--- config.mk ---
export PLATFORM = sky130hd
export DESIGN_NAME = sum_uart_tx
export DESIGN_NICKNAME = d
export VERILOG_FILES = /design/src/rtl/sum_uart_tx.sv
export SDC_FILE = /design/constraint.sdc
export NUM_CORES = 1
export LEC_CHECK = 0
export ABC_AREA = 1
export CORE_UTILIZATION = 35
export CTS_CLUSTER_DIAMETER = 100
export DETAILED_ROUTE_END_ITERATION = 6
export HOLD_SLACK_MARGIN = 0.08
export PLACE_DENSITY_LB_ADDON = 0.3
export RECOVER_POWER = 50
export SLEW_MARGIN = 20
export SYNTH_ARGS = -nofsm -noshare
export SYNTH_HDL_FRONTEND = slang
export SYNTH_SLANG_ARGS = --single-unit
--- constraint.sdc ---
create_clock -name clk -period 2.88 [get_ports clk]
set_input_delay 0.288 -clock clk [delete_from_list [all_inputs] [get_ports clk]]
set_output_delay 0.288 -clock clk [all_outputs]
set_load 0.005 [all_outputs]
--- src/rtl/sum_uart_tx.sv ---
`timescale 1ns/1ps
// Byte-wide UART transmitter (8N1) fed by a 4-entry FIFO.
// Queued bytes go out back to back, with no idle gap between frames.
module sum_uart_tx #(
  parameter int DIV   = 4,
  parameter int DEPTH = 4
) (
  input  logic       clk,
  input  logic       rst_n,
  input  logic [7:0] in_data,
  input  logic       in_valid,
  output logic       in_ready,
  output logic       tx,
  output logic       busy,
  output logic [2:0] fifo_level
);

  typedef enum logic [1:0] {IDLE, START, DATA, STOP} state_t;

  localparam logic [15:0] TIMER_LOAD = 16'(DIV - 1);
  localparam logic [2:0]  FULL_LEVEL = 3'(DEPTH);

  state_t      state, state_next;
  logic [15:0] timer, timer_next;
  logic [2:0]  bit_idx, bit_idx_next;
  logic [7:0]  shreg;
  logic [7:0]  mem [4];
  logic [1:0]  wr_ptr, rd_ptr;
  logic [2:0]  count;
  logic        ready_en;
  logic        push, pop, tx_next;

  // ready_en keeps in_ready low while in reset and for the release edge itself
  assign in_ready   = ready_en && (count != FULL_LEVEL);
  assign push       = in_valid && in_ready;
  assign busy       = (state != IDLE);
  assign fifo_level = count;

  always_ff @(posedge clk or negedge rst_n) begin
    if (!rst_n) ready_en <= 1'b0;
    else        ready_en <= 1'b1;
  end

  always_ff @(posedge clk or negedge rst_n) begin
    if (!rst_n) begin
      wr_ptr <= '0;
      rd_ptr <= '0;
      count  <= '0;
    end else begin
      if (push) wr_ptr <= wr_ptr + 2'd1;
      if (pop)  rd_ptr <= rd_ptr + 2'd1;
      if (push && !pop)      count <= count + 3'd1;
      else if (pop && !push) count <= count - 3'd1;
    end
  end

  always_ff @(posedge clk) begin
    if (push) mem[wr_ptr] <= in_data;
  end

  // tx_next is decoded from the current state, so the line lags the FSM by one cycle
  always_comb begin
    state_next   = state;
    timer_next   = timer;
    bit_idx_next = bit_idx;
    pop          = 1'b0;
    tx_next      = 1'b1;
    case (state)
      IDLE: begin
        if (count != 3'd0) begin
          pop        = 1'b1;
          state_next = START;
          timer_next = TIMER_LOAD;
        end
      end
      START: begin
        tx_next = 1'b0;
        if (timer == 16'd0) begin
          state_next   = DATA;
          bit_idx_next = 3'd0;
          timer_next   = TIMER_LOAD;
        end else begin
          timer_next = timer - 16'd1;
        end
      end
      DATA: begin
        tx_next = shreg[bit_idx];
        if (timer == 16'd0) begin
          timer_next = TIMER_LOAD;
          if (bit_idx == 3'd7) state_next = STOP;
          else                 bit_idx_next = bit_idx + 3'd1;
        end else begin
          timer_next = timer - 16'd1;
        end
      end
      STOP: begin
        tx_next = 1'b1;
        if (timer == 16'd0) begin
          if (count != 3'd0) begin
            pop        = 1'b1;
            state_next = START;
            timer_next = TIMER_LOAD;
          end else begin
            state_next = IDLE;
          end
        end else begin
          timer_next = timer - 16'd1;
        end
      end
      default: state_next = IDLE;
    endcase
  end

  always_ff @(posedge clk or negedge rst_n) begin
    if (!rst_n) begin
      state   <= IDLE;
      timer   <= '0;
      bit_idx <= '0;
      shreg   <= '0;
      tx      <= 1'b1;
    end else begin
      state   <= state_next;
      timer   <= timer_next;
      bit_idx <= bit_idx_next;
      tx      <= tx_next;
      if (pop) shreg <= mem[rd_ptr];
    end
  end

endmodule

==> flow_summary.yaml <==
status:
  status: "finished with violations"
  violations: "capacitance limit, slew limit"
power:
  power_leakage_nw: 1.931
  switching_share: 0.4574
  internal_power_mw: 2.465
  power_density_nw_per_um2: 1085
  pwr-share-seq: 0.348
  vdd_drop_max_v: 0.0003150
  switchingPower_mw: 2.078
  p_comb_frac: 0.484
  p_clk_frac: 0.168
  finalPower_mw: 4.543
global_routing:
  grt_pass1_vias: 2671
  grt_pass1_wl_mm: 12.69
  grt_use_total: 0.1471
  grt-ovfl-total: 0
  grt_antenna_before_repair: 0
  grt_max_degree: 39
sta:
  min_period_ps: 2596
  setup_violations: 0
  tightest_slew_ps: 2034
  slew_headroom: -0.3562
  grt_setup_unrepaired: "no"
  max_freq_mhz: 385.2
  setup_ws_ps: 284.0
  fin_setup_tns_ps: 0
  slew_violations: 39
  timing.hold.ws_ps: 483.4
  finalHoldViolations: 0
  final.period_utilization: 0.9014
  fin_worst_skew_ps: 12.76
placement:
  routabilityCongestion: 0.8676
  hpwl_mm: 5.052
  placed_cell_area_um2: 3991
  dp_worst_setup_slack_ps: 271.3
  place_inst: 573
  io_buffers: 16
cts:
  ctsResizeCount: 0
  cts_root_buffer: "clkbuf_8"
  post_cts_buffers: 0
  cts.clk_slew.worst_paths_ps: 90
  clk_path_buf_depth: 2
  clk_latency_ps: 350
  cts_sinks: 70
  cts_tree: "built"
  h-tree-depth: 3
  cts_hold_buffers: 1
  numCtsBuffers: 9
drt:
  routed_wl_mm: 7.168
  wl_per_cell_um: 12.15
  postRouteAntennaNets: 0
  via_per_inst: 4.673
  drtIter0Drc: 78
  vias: 2757
  drt-pass1-iter-count: 4
  drc_errors: 0
synthesis:
  syn_inst: 423
  syn-num-nets: 449
  synth_area_um2: 3715
  yosys_warnings: 0
  ys_ff_latch: 70
  syn_avg_cell_area_um2: 8.782
  ys_seq_area_frac: 0.5150
  yosysUniqueCellTypes: 31
cells_and_area:
  multi_input_area_um2: 1528
  nets: 475
  n_antenna_cell: 0
  post-route-util: 0.4056
  regArea_um2: 1913
  stdcell_count: 590
  syn2layout_area_growth_pct: 12.73
  n_fill_cell: 1017
  final_area_um2: 4188
  drive_above_1_share: 0.1057
floorplanning:
  die_x_um: 105.0
  initial_core_util: 0.3598
  die_y_um: 105.0
  fp.dieArea_um2: 11030
  fp.coreArea_um2: 10320
  ios: 17
  rows: 37
critical_path:
  critical_path_class: "flip-flop to flip-flop"
  worstPathArrival_ps: 2840
  worstPathRequired_ps: 3120
  crit_fanout: 11
  endpoint_kind: "flip-flop"
  startpoint_type: "flip-flop"
job:
  cap_violations: 1
worst_hold_path:
  worstHoldPathType: "flip-flop to flip-flop"
[synthesized netlist by cell type]
cell type | n | area (µm²)
o21ai_0 | 35 | 175.2
buf_6 | 4 | 45.04
o211ai_1 | 1 | 7.510
nand2_2 | 7 | 43.79
edfxtp_1 | 32 | 960.9
nor2_1 | 53 | 198.9
ha_1 | 14 | 175.2
nor2_2 | 3 | 18.77
o31ai_1 | 2 | 15.01
nand3b_1 | 2 | 15.01
nand4_1 | 1 | 6.260
nand3_1 | 55 | 275.3
dfstp_2 | 1 | 26.28
xor2_1 | 5 | 43.79
a21oi_1 | 2 | 10.01
inv_1 | 41 | 153.9
conb_1 | 1 | 3.750
clkbuf_8 | 4 | 55.05
o21ai_2 | 1 | 8.760
nor2_4 | 6 | 67.56
buf_2 | 1 | 5.000
inv_2 | 3 | 11.26
a21boi_1 | 1 | 7.510
fa_1 | 1 | 20.02
dfrtp_1 | 37 | 925.9
xnor2_1 | 2 | 17.52
or2_2 | 1 | 6.260
nand3_2 | 1 | 10.01
nand2_1 | 104 | 390.4
mux2_2 | 1 | 11.26
clkbuf_1 | 1 | 3.750
[cell type report]
cell class,count,area share
sequential,70,0.4568
tap,136,0.04063
multi-input combinational,299,0.3648
clock inverter,7,0.01524
clock buffer,9,0.02958
inverter,44,0.03944
timing repair buffer,25,0.05348
[critical path: stages, from the launching register on]
cell	delay, ps
dfrtp_1	420
inv_1	110
ha_1	200
inv_1	50
nor2_1	100
nand2_2	70
nor2_4	110
nand3_2	70
nand2_2	180
nand2_2	180
ha_1	220
inv_1	90
fa_1	410
mux2_2	260
[cells in the final DEF, fill, tap and decap left out, types with 2 or more instances in the layout]
master	Yosys	final
nand2_1	104	104
nand3_1	55	55
nor2_1	53	53
inv_1	41	41
dfrtp_1	37	37
o21ai_0	35	35
edfxtp_1	32	32
ha_1	14	14
clkbuf_8	4	9
dlygate4sd3_1	0	9
buf_4	0	8
nand2_2	7	7
clkdlybuf4s50_1	0	7
nor2_4	6	6
xor2_1	5	5
nor2_2	3	3
inv_2	3	3
inv_6	0	3
a21oi_1	2	2
o31ai_1	2	2
nand3b_1	2	2
xnor2_1	2	2
inv_8	0	2
clkinvlp_4	0	2
[logic make-up after synthesis]
logic type / synth area share
buffers and inverters: 0.07376
adder cells (fa/ha/maj): 0.05254
AO/OA/AOI/OAI: 0.06029
other: 0.001009
XOR/XNOR: 0.01650
AND/OR/NAND/NOR: 0.2779
multiplexers: 0.003031
flip-flops: 0.5150
[per-layer routing]
metal  GRT usage  up-vias  wire [µm]
met5           0        -          0
met4     0.06137        0        119
met3     0.03681       11        262
met2      0.2412       41       3354
met1      0.1845     1282       3432
li1            -     1423          -
[sequential cells by signal, summed over array words and instances, names as in the netlist]
name and cells:
ready_en 1, shreg 8, bit_idx 3, tx 1, wr_ptr 2, timer 16, fifo_level 3, state 2
mem 32, rd_ptr 2
[power by group through the flow]
| stage | Clock (mW) | Combinational [mW] | Sequential (mW) |
|---|---|---|---|
| CTS | 0.784 | 2.23 | 1.58 |
| global route | 0.829 | 2.57 | 1.63 |
| floorplan | 0 | 1.81 | 1.52 |
| detailed placement | 0 | 2.22 | 1.60 |
| finish | 0.762 | 2.20 | 1.58 |
| global placement | 0 | 2.17 | 1.59 |
[worst paths after layout]
path	cells past startpoint	slack, ps	endpoint	startpoint
setup / recovery	13	280	fifo_level[1]	timer[0]
hold / removal	2	480	shreg[4]	shreg[4]
setup reg to reg	13	280	fifo_level[1]	timer[0]
hold reg to reg	2	480	shreg[4]	shreg[4]
max in group asynchronous	2	660	timer[1]	rst_n
min in group asynchronous	2	1050	timer[7]	rst_n
Power figures use the tool's default switching activity.
